[src/rtl/cnu_msg_gen.sv]
// cnu_msg_gen: expansion half of the check-node unit.
// Regenerates D sign-magnitude check-to-variable messages, one per cycle,
// from a compressed {min, min2, min_idx, signs} record held in a 2-entry buffer.
// Optional build macro: CNU_OFFSET_EN (offset-min-sum, subtract BETA saturating at 0).
module cnu_msg_gen #(
    parameter int data_w = 9,
    parameter int D      = 7,
    parameter int idx_w  = 3,
    parameter int BETA   = 1
) (
    input  logic              clk,
    input  logic              rst,
    input  logic              in_valid,
    output logic              in_ready,
    input  logic [data_w-1:0] in_min,
    input  logic [data_w-1:0] in_min2,
    input  logic [idx_w-1:0]  in_min_idx,
    input  logic [D-1:0]      in_signs,
    output logic              out_valid,
    input  logic              out_ready,
    output logic [data_w:0]   out_msg,
    output logic [idx_w-1:0]  out_edge,
    output logic              out_last
);

`ifdef CNU_OFFSET_EN
    localparam int OFFSET_ON = 1;
`else
    localparam int OFFSET_ON = 0;
`endif

    // With the offset disabled this is zero and the subtraction below is a pass-through.
    localparam logic [data_w-1:0] OFFSET    = data_w'(BETA * OFFSET_ON);
    localparam logic [idx_w-1:0]  LAST_EDGE = idx_w'(D - 1);

    // Saturating offset: never wraps below zero.
    function automatic logic [data_w-1:0] f_sat_offset(input logic [data_w-1:0] mag);
        return (mag > OFFSET) ? (mag - OFFSET) : '0;
    endfunction

    // Record buffer storage (data only, not reset)
    logic [data_w-1:0] r_min   [2];
    logic [data_w-1:0] r_min2  [2];
    logic [idx_w-1:0]  r_idx   [2];
    logic [D-1:0]      r_signs [2];
    logic              r_par   [2];

    // Control state
    logic              r_wr_ptr;
    logic              r_rd_ptr;
    logic [1:0]        r_count;
    logic [idx_w-1:0]  r_edge;

    logic              w_empty;
    logic              w_full;
    logic              w_push;
    logic              w_fire;
    logic              w_pop;
    logic              w_sign;
    logic [data_w-1:0] w_mag;
    logic [D-1:0]      w_head_signs;

    assign w_empty   = (r_count == 2'd0);
    assign w_full    = (r_count == 2'd2);
    assign in_ready  = !w_full;
    assign w_push    = in_valid && !w_full;
    assign w_fire    = !w_empty && out_ready;
    assign w_pop     = w_fire && (r_edge == LAST_EDGE);

    // Capture an accepted record with its sign parity into the write slot.
    always_ff @(posedge clk) begin
        if (w_push) begin
            r_min[r_wr_ptr]   <= in_min;
            r_min2[r_wr_ptr]  <= in_min2;
            r_idx[r_wr_ptr]   <= in_min_idx;
            r_signs[r_wr_ptr] <= in_signs;
            r_par[r_wr_ptr]   <= ^in_signs;
        end
    end

    // Pointers, occupancy and edge counter; reset discards every buffered record.
    always_ff @(posedge clk) begin
        if (rst) begin
            r_wr_ptr <= 1'b0;
            r_rd_ptr <= 1'b0;
            r_count  <= 2'd0;
            r_edge   <= '0;
        end else begin
            if (w_push)
                r_wr_ptr <= ~r_wr_ptr;
            if (w_pop)
                r_rd_ptr <= ~r_rd_ptr;
            if (w_fire)
                r_edge <= (r_edge == LAST_EDGE) ? '0 : r_edge + 1'b1;
            case ({w_push, w_pop})
                2'b10:   r_count <= r_count + 2'd1;
                2'b01:   r_count <= r_count - 2'd1;
                default: r_count <= r_count;
            endcase
        end
    end

    // Regenerate the message for the current edge from the head record only.
    always_comb begin
        w_head_signs = r_signs[r_rd_ptr];
        w_sign       = r_par[r_rd_ptr];
        for (int i = 0; i < D; i++) begin
            if (r_edge == idx_w'(i))
                w_sign = r_par[r_rd_ptr] ^ w_head_signs[i];
        end
        w_mag = (r_edge == r_idx[r_rd_ptr]) ? r_min2[r_rd_ptr] : r_min[r_rd_ptr];
    end

    assign out_valid = !w_empty;
    assign out_edge  = r_edge;
    assign out_last  = !w_empty && (r_edge == LAST_EDGE);
    assign out_msg   = w_empty ? '0 : {w_sign, f_sat_offset(w_mag)};

endmodule

[config.mk]
export PLATFORM = sky130hd
export DESIGN_NAME = cnu_msg_gen
export DESIGN_NICKNAME = d
export VERILOG_FILES = /design/src/rtl/cnu_msg_gen.sv
export SDC_FILE = /design/constraint.sdc
export NUM_CORES = 1
export LEC_CHECK = 0
export CAP_MARGIN = 20
export CORE_MARGIN = 5
export CORE_UTILIZATION = 52
export DETAILED_ROUTE_END_ITERATION = 8
export PLACE_DENSITY = 0.8
export REMOVE_ABC_BUFFERS = 1
export SYNTH_ARGS = -nofsm -noshare
export SYNTH_HDL_FRONTEND = slang
export SYNTH_SLANG_ARGS = --single-unit
[constraint.sdc]
create_clock -name clk -period 3.1 [get_ports clk]
set_input_delay 0.62 -clock clk [delete_from_list [all_inputs] [get_ports clk]]
set_output_delay 0.62 -clock clk [all_outputs]
set_load 0.03 [all_outputs]
==> metrics list, run 1 <==
* First-pass GRT wire length: 7960 um
- Dividing the detail-routed via count by the number of cells gives between 5 and 6.
* Hold WS: approximately 0.53 ns
- Antenna violations before repair: 0
- In the final design database the tool counted roughly 270 nets.
- Die outline height: 82.1 um
* Clk pwr share: 0.323
- The path class of the tightest hold or removal check is reg2reg.
* Average instance area after synthesis: 15.1 um2
- Data arrives at the worst endpoint at between 2 and 2.5 ns.
* Final setup viols: 0
- Derived from the worst setup path, the maximum achievable clock frequency is roughly 340 MHz.
- Max Fanout on Critical Path: 20
- Entering global routing, the biggest net connects 30 pins.
- Among all stages on the critical path, the largest delay is contributed by sky130_fd_sc_hd__mux4_2.
* CTS max path bufs: 2
- Count of input and output buffers: 47
- Dividing total power by cell area gives a power density of around 580 nW/um2.
- Timing analysis after detailed placement gives a worst setup slack of between 0.08 and 0.09 ns.
- After clock tree synthesis, the clock-pin slew on the worst setup and hold paths is about 0.06 ns.
- Number of clock buffers inserted by TritonCTS: 9
- The share of total power dissipated in combinational logic is 0.147.
- CP endpoint kind: output pin
- Critical Path, Cell by Cell: buf_8 > mux4_2 > nand2_1 > a21oi_1 > or4_1 > nand2_1 > buf_4
- Least setup slack across all paths after layout: approximately 0.16 ns
* Internal power summed over all cells: roughly 1500 uW
- IR analysis of the VDD net gives a maximum drop of between 0.4 and 0.5 mV.
- Clock tree from TritonCTS: yes
- The die is roughly 82 um wide.
* Diodes inserted: 0
- Hold path startpoint: r_count[1]
- Placer's final routability congestion estimate: between 0.8 and 0.9
* Mean routed wirelength per cell: 15.4 um
- Wires add up to between 4000 and 5000 um.
* Worst Path Required: between 2 and 2.5 ns
- Number of warnings printed during yosys synthesis: 0
- For the worst-skew pair, the clock arrives at the later sink with an insertion delay of 0.32 ns.
- The first detailed-routing pass took 5 iterations.
- Of the total power, the share spent switching nets is 0.239.
- In the final timing run, aggregate negative setup slack is 0 ns.
- The final hold violation count is 0.
- Hold buffers post-CTS: 0
* Detailed Route Iter0 Violations: between 150 and 200
* Run status: completed
- The routed layout has approximately 1.6k vias.
- Fraction of layout cells with a size suffix above 1: 0.129
- In this run, distinct cell masters in the synthesized netlist total 31.
* Fin. max-slew vios: 0
* Via count of the first global-routing pass: roughly 1.7k
* Critical Path Most Common Cell: sky130_fd_sc_hd__nand2_1
- Summed over all nets, the half-perimeter wirelength after detailed placement is roughly 3200 um.
- 48 I/O pins were placed.
* Setup Crit Path Kind: reg2out
- In the routed design, unresolved DRC markers number 0.
- Layout Skew: approximately 0.0061 ns
* Reg-to-Reg Start: r_count[0]
- Flop2flop setup slack: between 1 and 1.5 ns
- In this run the power spent charging and discharging nets is approximately 480 uW.
- Share of total power in sequential cells: 0.531
* Initial Utilization: 0.533
* GRT Resource Usage Total: 0.161
* Synth-to-layout area growth: 28.0%
- Total number of H-tree levels: 3
* Largest delay share family, worst path: simple AND/OR/NAND/NOR gates
- After layout, the minimum clock period comes to just under 3 ns.
- Headroom to the max-slew limit came out at 0.593.
- Most used cells in the layout excluding fill and tap cells: sky130_fd_sc_hd__edfxtp_1 (58), sky130_fd_sc_hd__clkdlybuf4s50_1 (37), sky130_fd_sc_hd__a211oi_1 (19), sky130_fd_sc_hd__mux2i_1 (14)
* Placeable core area: roughly 5000 um2
- Placement-stage cell area: ~3300 um2
- Die area: 6750 um2
- Cell total after placement: approximately 300
- Seq/Total Area, Yosys: 0.703
* Reported max-cap violation count: 0
- The library cell used most frequently in the layout, excluding fill and tap cells, is sky130_fd_sc_hd__edfxtp_1.
- In this design, the stage delay of the slowest critical-path cell is a little over 0.5 ns.
- In this run the core area contains 26 standard-cell rows.
- Excluding fillers, the count of instances in the completed layout stands at around 310.
- Of the available clock period, the critical path in the final layout requires 0.949.
- Remaining Overflow, GRT: 0
- Synth Register Bits: between 60 and 70
- Antenna viol nets, final: 0
- Clock Sinks: 66
- For this design the static power due to leakage is 0.00118 uW.
- Clk root buf: sky130_fd_sc_hd__clkbuf_8
- Cells after synthesis: ~180
* Worst-Margin Slew: roughly 0.60 ns
- The mapped netlist covers roughly 2700 um2.
- # fillers: 382
* Design area: between 3000 and 4000 um2
- The worst setup path is launched from a register.
* Number of buffers and inverters on the critical path: 2
[worst reg2reg max path, cell delays in order (launching register included)]
cell and delay, ns:
sky130_fd_sc_hd__dfxtp_1 0.36, sky130_fd_sc_hd__o21ai_0 0.51, sky130_fd_sc_hd__nor2_1 0.18, sky130_fd_sc_hd__ha_1 0.36, sky130_fd_sc_hd__or3_1 0.35, sky130_fd_sc_hd__a21oi_1 0.14
[through the flow]
stage                     total power, uW   util
after floorplan                      1250      -
after global placement               1380  0.645
after detailed placement             1390  0.645
after CTS                            2020  0.681
after global routing                 2090  0.683
final                                2010  0.683
[per-layer routing]
metal	GRT usage	wire (um)
met5	0	0
met3	0.0369	210
met4	0.0748	61
met1	0.197	2020
met2	0.271	2510
[final cells by class]
type,count,area (um2),area share
Tap cell,70,87.6,0.0253
Clock inverter,5,46.3,0.0134
Clock buffer,10,128,0.0368
Multi-Input combinational cell,102,762,0.220
Inverter,3,11.3,0.00325
Sequential cell,66,1910,0.550
Timing Repair Buffer,55,524,0.151
[final timing paths]
path	endpoint	cells past startpoint
max	out_msg[9]	7
min	r_count[1]	2
max reg2reg	r_count[1]	5
min reg2reg	r_count[1]	2
[logic make-up after synthesis]
logic type	share of synthesized area
adders and majority gates	0.00924
AOI/OAI and AO/OA	0.0804
muxes	0.0767
and+or+nand+nor	0.0694
DFF	0.703
xor gates and xnor gates	0.0421
buffers and inverters	0.0194
[power groups by stage]
stage / Combinational (uW) / Clock, uW / Sequential (uW)
after global placement: 299 / 0 / 1080
after global routing: 320 / 703 / 1070
after detailed placement: 302 / 0 / 1080
after CTS: 300 / 658 / 1070
after floorplan: 160 / 0 / 1090
final: 294 / 647 / 1060
[cells in the mapped netlist (all sizes together)]
cell type | count | area (um2)
a21oi | 6 | 30.0
a211oi | 19 | 143
buf | 5 | 30.0
clkbuf | 3 | 11.3
or4 | 1 | 7.51
nor2b | 10 | 62.6
edfxtp | 58 | 1740
a22o | 1 | 8.76
xor2 | 5 | 43.8
and2 | 1 | 6.26
and3 | 1 | 6.26
nor3b | 1 | 7.51
mux2i | 14 | 140
xnor2 | 8 | 70.1
a31oi | 1 | 6.26
dfxtp | 8 | 160
a22oi | 1 | 7.51
o211ai | 1 | 7.51
nand2 | 4 | 15.0
inv | 3 | 11.3
mux2 | 4 | 45.0
o21ai | 3 | 15.0
nor2 | 12 | 45.0
or3 | 1 | 6.26
ha | 2 | 25.0
mux4 | 1 | 22.5
nand2b | 1 | 6.26
nand3 | 4 | 25.0
[repair_timing]
item                       4_1_cts  5_1_grt
pin swaps                        0        0
gates resized for setup          8        3
gates cloned                     0        0
buffers inserted                 0        0
setup endpoints to repair        7        2
[sequential cells by signal, summed over array words and instances (netlist names), named ones only]
register and flops:
r_idx 6, r_min 18, r_wr_ptr 1, r_par 2, r_signs 14, r_min2 18, out_edge 3, r_count 2
r_rd_ptr 1
Note: power is estimated with default switching activity, not from simulation.
==> inputs of run 2 (changes only) <==
--- a/config.mk
+++ b/config.mk
@@ -11,6 +11,7 @@
 export DETAILED_ROUTE_END_ITERATION = 8
 export PLACE_DENSITY = 0.8
 export REMOVE_ABC_BUFFERS = 1
+export SKIP_CTS_REPAIR_TIMING = 1
 export SYNTH_ARGS = -nofsm -noshare
 export SYNTH_HDL_FRONTEND = slang
 export SYNTH_SLANG_ARGS = --single-unit
==> run 2 against run 1 <==
Setup slack better by 0.027 ns. Clock skew up 0.0016 ns. Design area rose by 0.69%. Routed wire length about the same. Clock power about the same. Total power increased by 0.31%. Core utilization increased by 0.47 points. Count of clock-buffer cells in the layout did not move.
==> metrics list, run 2 (synthesis gave the netlist of run 1 again) <==
- Core Rows: 26 (unchanged)
- Arrival time of data at the critical path endpoint: 2.30 ns (was 2.32 ns)
- Post-placement worst setup slack: 0.0857 ns (unchanged)
* Total number of H-tree levels: 3 (unchanged)
* CP endpoint kind: output pin (unchanged)
- The total of endpoints with negative setup slack in the final report was 0 (unchanged).
- Least setup slack across all paths after layout: 0.185 ns (was 0.158 ns)
* Worst slew margin: 0.600 (was 0.593)
- The final antenna diode count was 0 (unchanged).
- The clock tree skew after final layout was 0.00764 ns (was 0.00608 ns).
- The number of clock sinks is 66 (unchanged).
- Fin. max-slew vios: 0 (unchanged)
- Placeable core area: 5070 um2 (unchanged)
* Tcrit/Tclk final: 0.940 (was 0.949)
* Count of boundary I/O pins: 48 (unchanged)
- Mean routed wirelength per cell: 15.4 um (about the same)
- Leakage Power: 0.00124 uW (was 0.00118 uW)
- Most used cells in the layout excluding fill and tap cells: sky130_fd_sc_hd__edfxtp_1 (58), sky130_fd_sc_hd__clkdlybuf4s50_1 (37), sky130_fd_sc_hd__a211oi_1 (19), sky130_fd_sc_hd__mux2i_1 (14) (unchanged)
* First-pass detailed-route iteration total: 4 (was 5)
- Setup tns final: 0 ns (unchanged)
- Die area: 6750 um2 (unchanged)
* GRT Resource Usage Total: 0.160 (was 0.161)
- The count of input and output buffers was 47 (unchanged).
- Worst-Margin Slew: 0.594 ns (was 0.605 ns)
- The largest net degree at the start of global routing came to 30 (unchanged).
- The maximum clock frequency is 343 MHz (was 340 MHz).
* Most common cell after layout, fill and taps aside: sky130_fd_sc_hd__edfxtp_1 (unchanged)
* Clock tree from TritonCTS: yes (unchanged)
* Antenna violations before repair: 0 (unchanged)
* Via count of the first global-routing pass: 1679 (was 1683)
- Drt total wl: 4800 um (about the same)
* DR vias: 1613 (was 1624)
- The layout net count was 271 (unchanged).
- Reported max-cap violation count: 0 (unchanged)
* Setup Crit Path Kind: reg2out (unchanged)
- Setup repair after global routing missed its margin: no
- Number of failing hold endpoints at the final stage: 0 (unchanged)
- First-pass GRT wire length: 7910 um (was 7960 um)
- The total clock buffers created by CTS was 9 (unchanged).
* Remaining Overflow, GRT: 0 (unchanged)
* Min Tclk post-route: 2.92 ns (was 2.94 ns)
- The startpoint kind of the worst setup timing path is a register (unchanged).
- Worst Path Required: 2.48 ns (about the same)
* Registers with the most flip-flops: r_min2 x18, r_min x18, r_signs x14 (unchanged)
* Max Fanout on Critical Path: 20 (unchanged)
- The area growth from synthesis to layout came to 28.9% (was 28.0%).
- Vias per std cell: 5.19 (was 5.22)
- The path category of the worst min-delay check was reg2reg (unchanged).
* Worst-path clk slew: 0.06 ns (about the same)
- The clock latency of the later-clocked register in the worst-skew pair came to 0.32 ns (about the same).
- Initial Utilization: 0.533 (unchanged)
- The worst-case clock buffer depth came to 2 (unchanged).
* Die outline height: 82.1 um (unchanged)
- The routability congestion estimate from global placement was 0.816 (unchanged).
* Sum of net half-perimeters after detailed placement: 3190 um (unchanged)
- The worst IR drop on VDD is 0.437 mV (was 0.436 mV).
- Placement-stage cell area: 3280 um2 (unchanged)
- P per Cell Area: 577 nW/um2 (was 579 nW/um2)
- Design area: 3490 um2 (was 3460 um2)
- Fraction of layout cells with a size suffix above 1: 0.129 (unchanged)
* Antenna viol nets, final: 0 (unchanged)
- The number of design rule violations left after detail routing came to 0 (unchanged).
- Run status: completed (unchanged).
* Die extent in x: 82.1 um (unchanged)
- The worst-case hold slack was 0.533 ns (about the same).
* Clk root buf: sky130_fd_sc_hd__clkbuf_8 (unchanged)
* Detailed Route Iter0 Violations: 173 (was 162)
## run 2: cell types whose count changed in the layout (fill, tap and decap cells not counted)
| cell | previous run | this run |
|---|---|---|
| sky130_fd_sc_hd__dlygate4sd2_1 | 5 | 0 |
| sky130_fd_sc_hd__dlymetal6s2s_1 | 1 | 6 |
| sky130_fd_sc_hd__buf_12 | 0 | 1 |
| sky130_fd_sc_hd__buf_8 | 1 | 0 |
## run 2: critical path, stage by stage (launching register included)
cell	delay (ns)
sky130_fd_sc_hd__dfxtp_4	0.41
sky130_fd_sc_hd__buf_12	0.18
sky130_fd_sc_hd__mux4_2	0.50
sky130_fd_sc_hd__nand2_1	0.08
sky130_fd_sc_hd__a21oi_1	0.07
sky130_fd_sc_hd__or4_1	0.49
sky130_fd_sc_hd__nand2_1	0.08
sky130_fd_sc_hd__buf_4	0.15
## run 2: layer usage
layer	share of wire	vias up	global-route usage
met3	0.038	4	0.0369
met1	0.42	778	0.195
li1	-	796	-
met5	0	-	0
met2	0.52	35	0.271
met4	0.013	0	0.0748
## run 2: layout make-up
| type | count | area (um2) |
|---|---|---|
| clock inverter | 5 | 46.3 |
| multi-input combinational | 102 | 762 |
| tap | 70 | 87.6 |
| fill | 377 | 1590 |
| sequential | 66 | 1910 |
| clock buffer | 10 | 128 |
| inverter | 3 | 11.3 |
| timing repair buffer | 55 | 548 |
## run 2: power breakdown
| part | leakage (uW) | switching (uW) | total (uW) | internal [uW] |
|---|---|---|---|---|
| Sequential | 0.000609 | 19.3 | 1060 | 1050 |
| Clock | 0.0000886 | 290 | 648 | 358 |
| Combinational | 0.000545 | 171 | 299 | 128 |
| Total | 0.00124 | 481 | 2010 | 1530 |
## run 2: worst paths after layout
| kind | slack [ns] | depth (start not counted) | endpoint | startpoint |
|---|---|---|---|---|
| max | 0.18 | 7 | out_msg[9] | register |
| min | 0.53 | 2 | r_count[1] | r_count[1] |
| max reg2reg | 1.14 | 5 | r_count[1] | r_count[0] |
| min reg2reg | 0.53 | 2 | r_count[1] | r_count[1] |
## run 2: through the flow
stage,power (uW),instances,util
2_1_floorplan,1250,171,-
3_3_place_gp,1380,296,0.645
3_5_place_dp,1390,296,0.645
4_1_cts,2030,311,0.680
5_1_grt,2100,311,0.687
6_report,2010,311,0.687
==> inputs of run 3 (changes only) <==
--- a/config.mk
+++ b/config.mk
@@ -6,7 +6,6 @@
 export NUM_CORES = 1
 export LEC_CHECK = 0
 export CAP_MARGIN = 20
-export CORE_MARGIN = 5
 export CORE_UTILIZATION = 52
 export DETAILED_ROUTE_END_ITERATION = 8
 export PLACE_DENSITY = 0.8
==> run 3 against run 2 <==
Sequential share of layout area decreased by 0.98 points. Critical endpoint unchanged. Largest power group unchanged. Critical path depth unchanged. Cell count decreased by 0.96%. Via count increased by 3.5%. Setup slack got worse by 0.080 ns. Design area increased by 1.7%. Fmax decreased by 2.7%. Global-route usage increased by 3.2 points. Die area decreased by 19%. Count of clock-buffer cells in the layout decreased by 1. Combinational power about the same. Sequential cell count unchanged.
==> metrics list, run 3 (synthesis gave the netlist of run 1 again) <==
* Run status: completed (unchanged)
- Share of total power in sequential cells: 0.480 (was 0.529)
- Flop2flop setup slack: 1.11 ns (was 1.14 ns)
* Min Tclk post-route: 3.00 ns (was 2.92 ns)
* Worst-path clk slew: 0.07 ns (was 0.06 ns)
- Initial Utilization: 0.555 (was 0.533)
- The normalized max-slew margin was 0.583 (was 0.600).
- First-pass detailed-route iteration total: 4 (unchanged)
* Drt total wl: 4970 um (was 4800 um)
- Pin count of the biggest net entering global routing: 30 (unchanged)
- Setup repair after global routing missed its margin: no (unchanged).
- Cell total after placement: 292 (was 296)
* Vias per std cell: 5.42 (was 5.19)
- Setup Crit Path Kind: reg2out (unchanged)
- Core Rows: 25 (was 26)
- Internal power summed over all cells: 1710 uW (was 1530 uW)
- First-pass GRT wire length: 7420 um (was 7910 um)
* Total number of H-tree levels: 3 (unchanged)
- Arrival time of data at the critical path endpoint: 2.38 ns (was 2.30 ns)
- Registers with the most flip-flops: r_min2 x18, r_min x18, r_signs x14 (unchanged).
- The total congestion overflow after global routing came to 0 (unchanged).
- The total clock buffers created by CTS is 9 (unchanged).
* Clock Sinks: 66 (unchanged)
- The maximum clock frequency is 334 MHz (was 343 MHz).
- Max Fanout on Critical Path: 16 (was 20)
- Die extent in x: 74.1 um (was 82.1 um)
- Die outline height: 74.1 um (was 82.1 um)
* Number of nets at the end of the flow: 270 (was 271)
- The initial antenna violation count was 0 (unchanged).
* Most used cells in the layout excluding fill and tap cells: sky130_fd_sc_hd__edfxtp_1 (58), sky130_fd_sc_hd__clkdlybuf4s50_1 (37), sky130_fd_sc_hd__a211oi_1 (19), sky130_fd_sc_hd__mux2i_1 (14), sky130_fd_sc_hd__nor2_1 (11) (was sky130_fd_sc_hd__edfxtp_1 (58), sky130_fd_sc_hd__clkdlybuf4s50_1 (37), sky130_fd_sc_hd__a211oi_1 (19), sky130_fd_sc_hd__mux2i_1 (14))
- The core footprint came to 4880 um2 (was 5070 um2).
- The relative contribution of the clock network to total power was 0.387 (was 0.322).
- The clock tree skew after final layout came to 0.00648 ns (was 0.00764 ns).
- Design area: 3550 um2 (was 3490 um2)
* Placement-stage cell area: 3270 um2 (was 3280 um2)
- Mean routed wirelength per cell: 16.1 um (was 15.4 um)
- Worst IR Drop VDD: 0.483 mV (was 0.437 mV)
* Sum of net half-perimeters after detailed placement: 3210 um (was 3190 um)
- Via count of the first global-routing pass: 1666 (was 1679)
- The TritonCTS clock tree was yes (unchanged).
* Worst setup endpoint: out_msg[9] (unchanged)
- Gate power share: 0.134 (was 0.149)
- The worst-case clock buffer depth was 2 (unchanged).
* Diodes inserted: 0 (unchanged)
- The layout cell share with drive strength beyond 1 came to 0.137 (was 0.129).
- The clock latency of the later-clocked register in the worst-skew pair came to 0.34 ns (was 0.32 ns).
- Switching power as a share of total power: 0.234 (was 0.239)
- Tcrit/Tclk final: 0.966 (was 0.940)
* Antenna viol nets, final: 0 (unchanged)
- The CTS root buffer was sky130_fd_sc_hd__clkbuf_8 (unchanged).
- The number of I/O pins was 48 (unchanged).
- The total of endpoints with negative setup slack in the final report was 0 (unchanged).
* Post-route DRC: 0 (unchanged)
- P per Cell Area: 628 nW/um2 (was 577 nW/um2)
* Synth-to-layout area growth: 31.1% (was 28.9%)
- Depth of the most critical reg-to-reg path: 5 (unchanged)
* DR vias: 1670 (was 1613)
* Most common cell after layout, fill and taps aside: sky130_fd_sc_hd__edfxtp_1 (unchanged)
- The total die area came to 5500 um2 (was 6750 um2).
- Total net switching power: 520 uW (was 481 uW)
* FF-to-FF End: r_count[1] (unchanged)
- Critical path startpoint category: register (unchanged)
* Placer's final routability congestion estimate: 0.752 (was 0.816)
* Number of cells on the worst hold path: 2 (unchanged)
- The final cell utilization of the core came to 0.727 (was 0.687).
- The overall fraction of global-route tracks in use came to 0.193 (was 0.160).
- The reg-to-reg critical path startpoint is r_count[0] (unchanged).
- Detailed Route Iter0 Violations: 78 (was 173)
- Number of failing hold endpoints at the final stage: 0 (unchanged)
- The total count of max-transition violations in the final report was 0 (unchanged).
* Leakage Power: 0.00130 uW (was 0.00124 uW)
- CP endpoint kind: output pin (unchanged)
* Worst Path Required: 2.48 ns (about the same)
- Reported max-cap violation count: 0 (unchanged)
- Class of the tightest hold or removal check: reg2reg (unchanged)
* Count of input and output buffers: 47 (unchanged)
- Worst-Margin Slew: 0.622 ns (was 0.594 ns)
* Number of non-filler instances in the completed layout: 308 (was 311)
[run 3: cell type report]
class,instances,area [um2]
fill,341,1330
timing repair buffer,54,546
sequential,66,1900
multi-input combinational,102,762
clock buffer,9,124
inverter,3,11.3
clock inverter,7,118
tap,67,83.8
[run 3: worst min path at each step]
stage / start / to / slack [ns]
after floorplan: r_count[1] / r_count[1] / 0.48
after global placement: r_rd_ptr / r_rd_ptr / 0.50
after detailed placement: r_rd_ptr / r_rd_ptr / 0.52
after CTS: r_rd_ptr / register / 0.55
after global routing: r_rd_ptr / register / 0.58
final: r_rd_ptr / register / 0.54
[run 3: power by group through the flow]
stage               combinational (uW)  sequential [uW]  clock (uW)
detailed placement                 299             1090           0
CTS                                300             1070         871
finish                             297             1070         861
global route                       319             1070         900
global placement                   294             1080           0
floorplan                          160             1090           0
[run 3: per-layer routing]
layer	up-vias	GRT usage	routed length (um)
li1	793	-	-
met1	827	0.213	2070
met2	39	0.327	2630
met3	11	0.0501	146
met4	0	0.128	125
met5	-	0	0
[run 3: per-stage QoR]
step | setup slack (ns) | hold slack (ns) | power [uW] | setup TNS, ns
2_1_floorplan | -0.185 | 0.475 | 1250 | -1.77
3_3_place_gp | 0.280 | 0.497 | 1380 | 0
3_5_place_dp | 0.153 | 0.525 | 1390 | 0
4_1_cts | -0.224 | 0.548 | 2240 | -1.42
5_1_grt | 0.00481 | 0.579 | 2290 | 0
6_report | 0.104 | 0.540 | 2230 | 0
[run 3: critical path: stages (launching register included)]
cell	delay [ns]
sky130_fd_sc_hd__dfxtp_2	0.41
sky130_fd_sc_hd__buf_8	0.20
sky130_fd_sc_hd__mux4_2	0.52
sky130_fd_sc_hd__nand2_1	0.08
sky130_fd_sc_hd__a21oi_1	0.08
sky130_fd_sc_hd__or4_1	0.51
sky130_fd_sc_hd__nand2_1	0.08
sky130_fd_sc_hd__buf_4	0.15
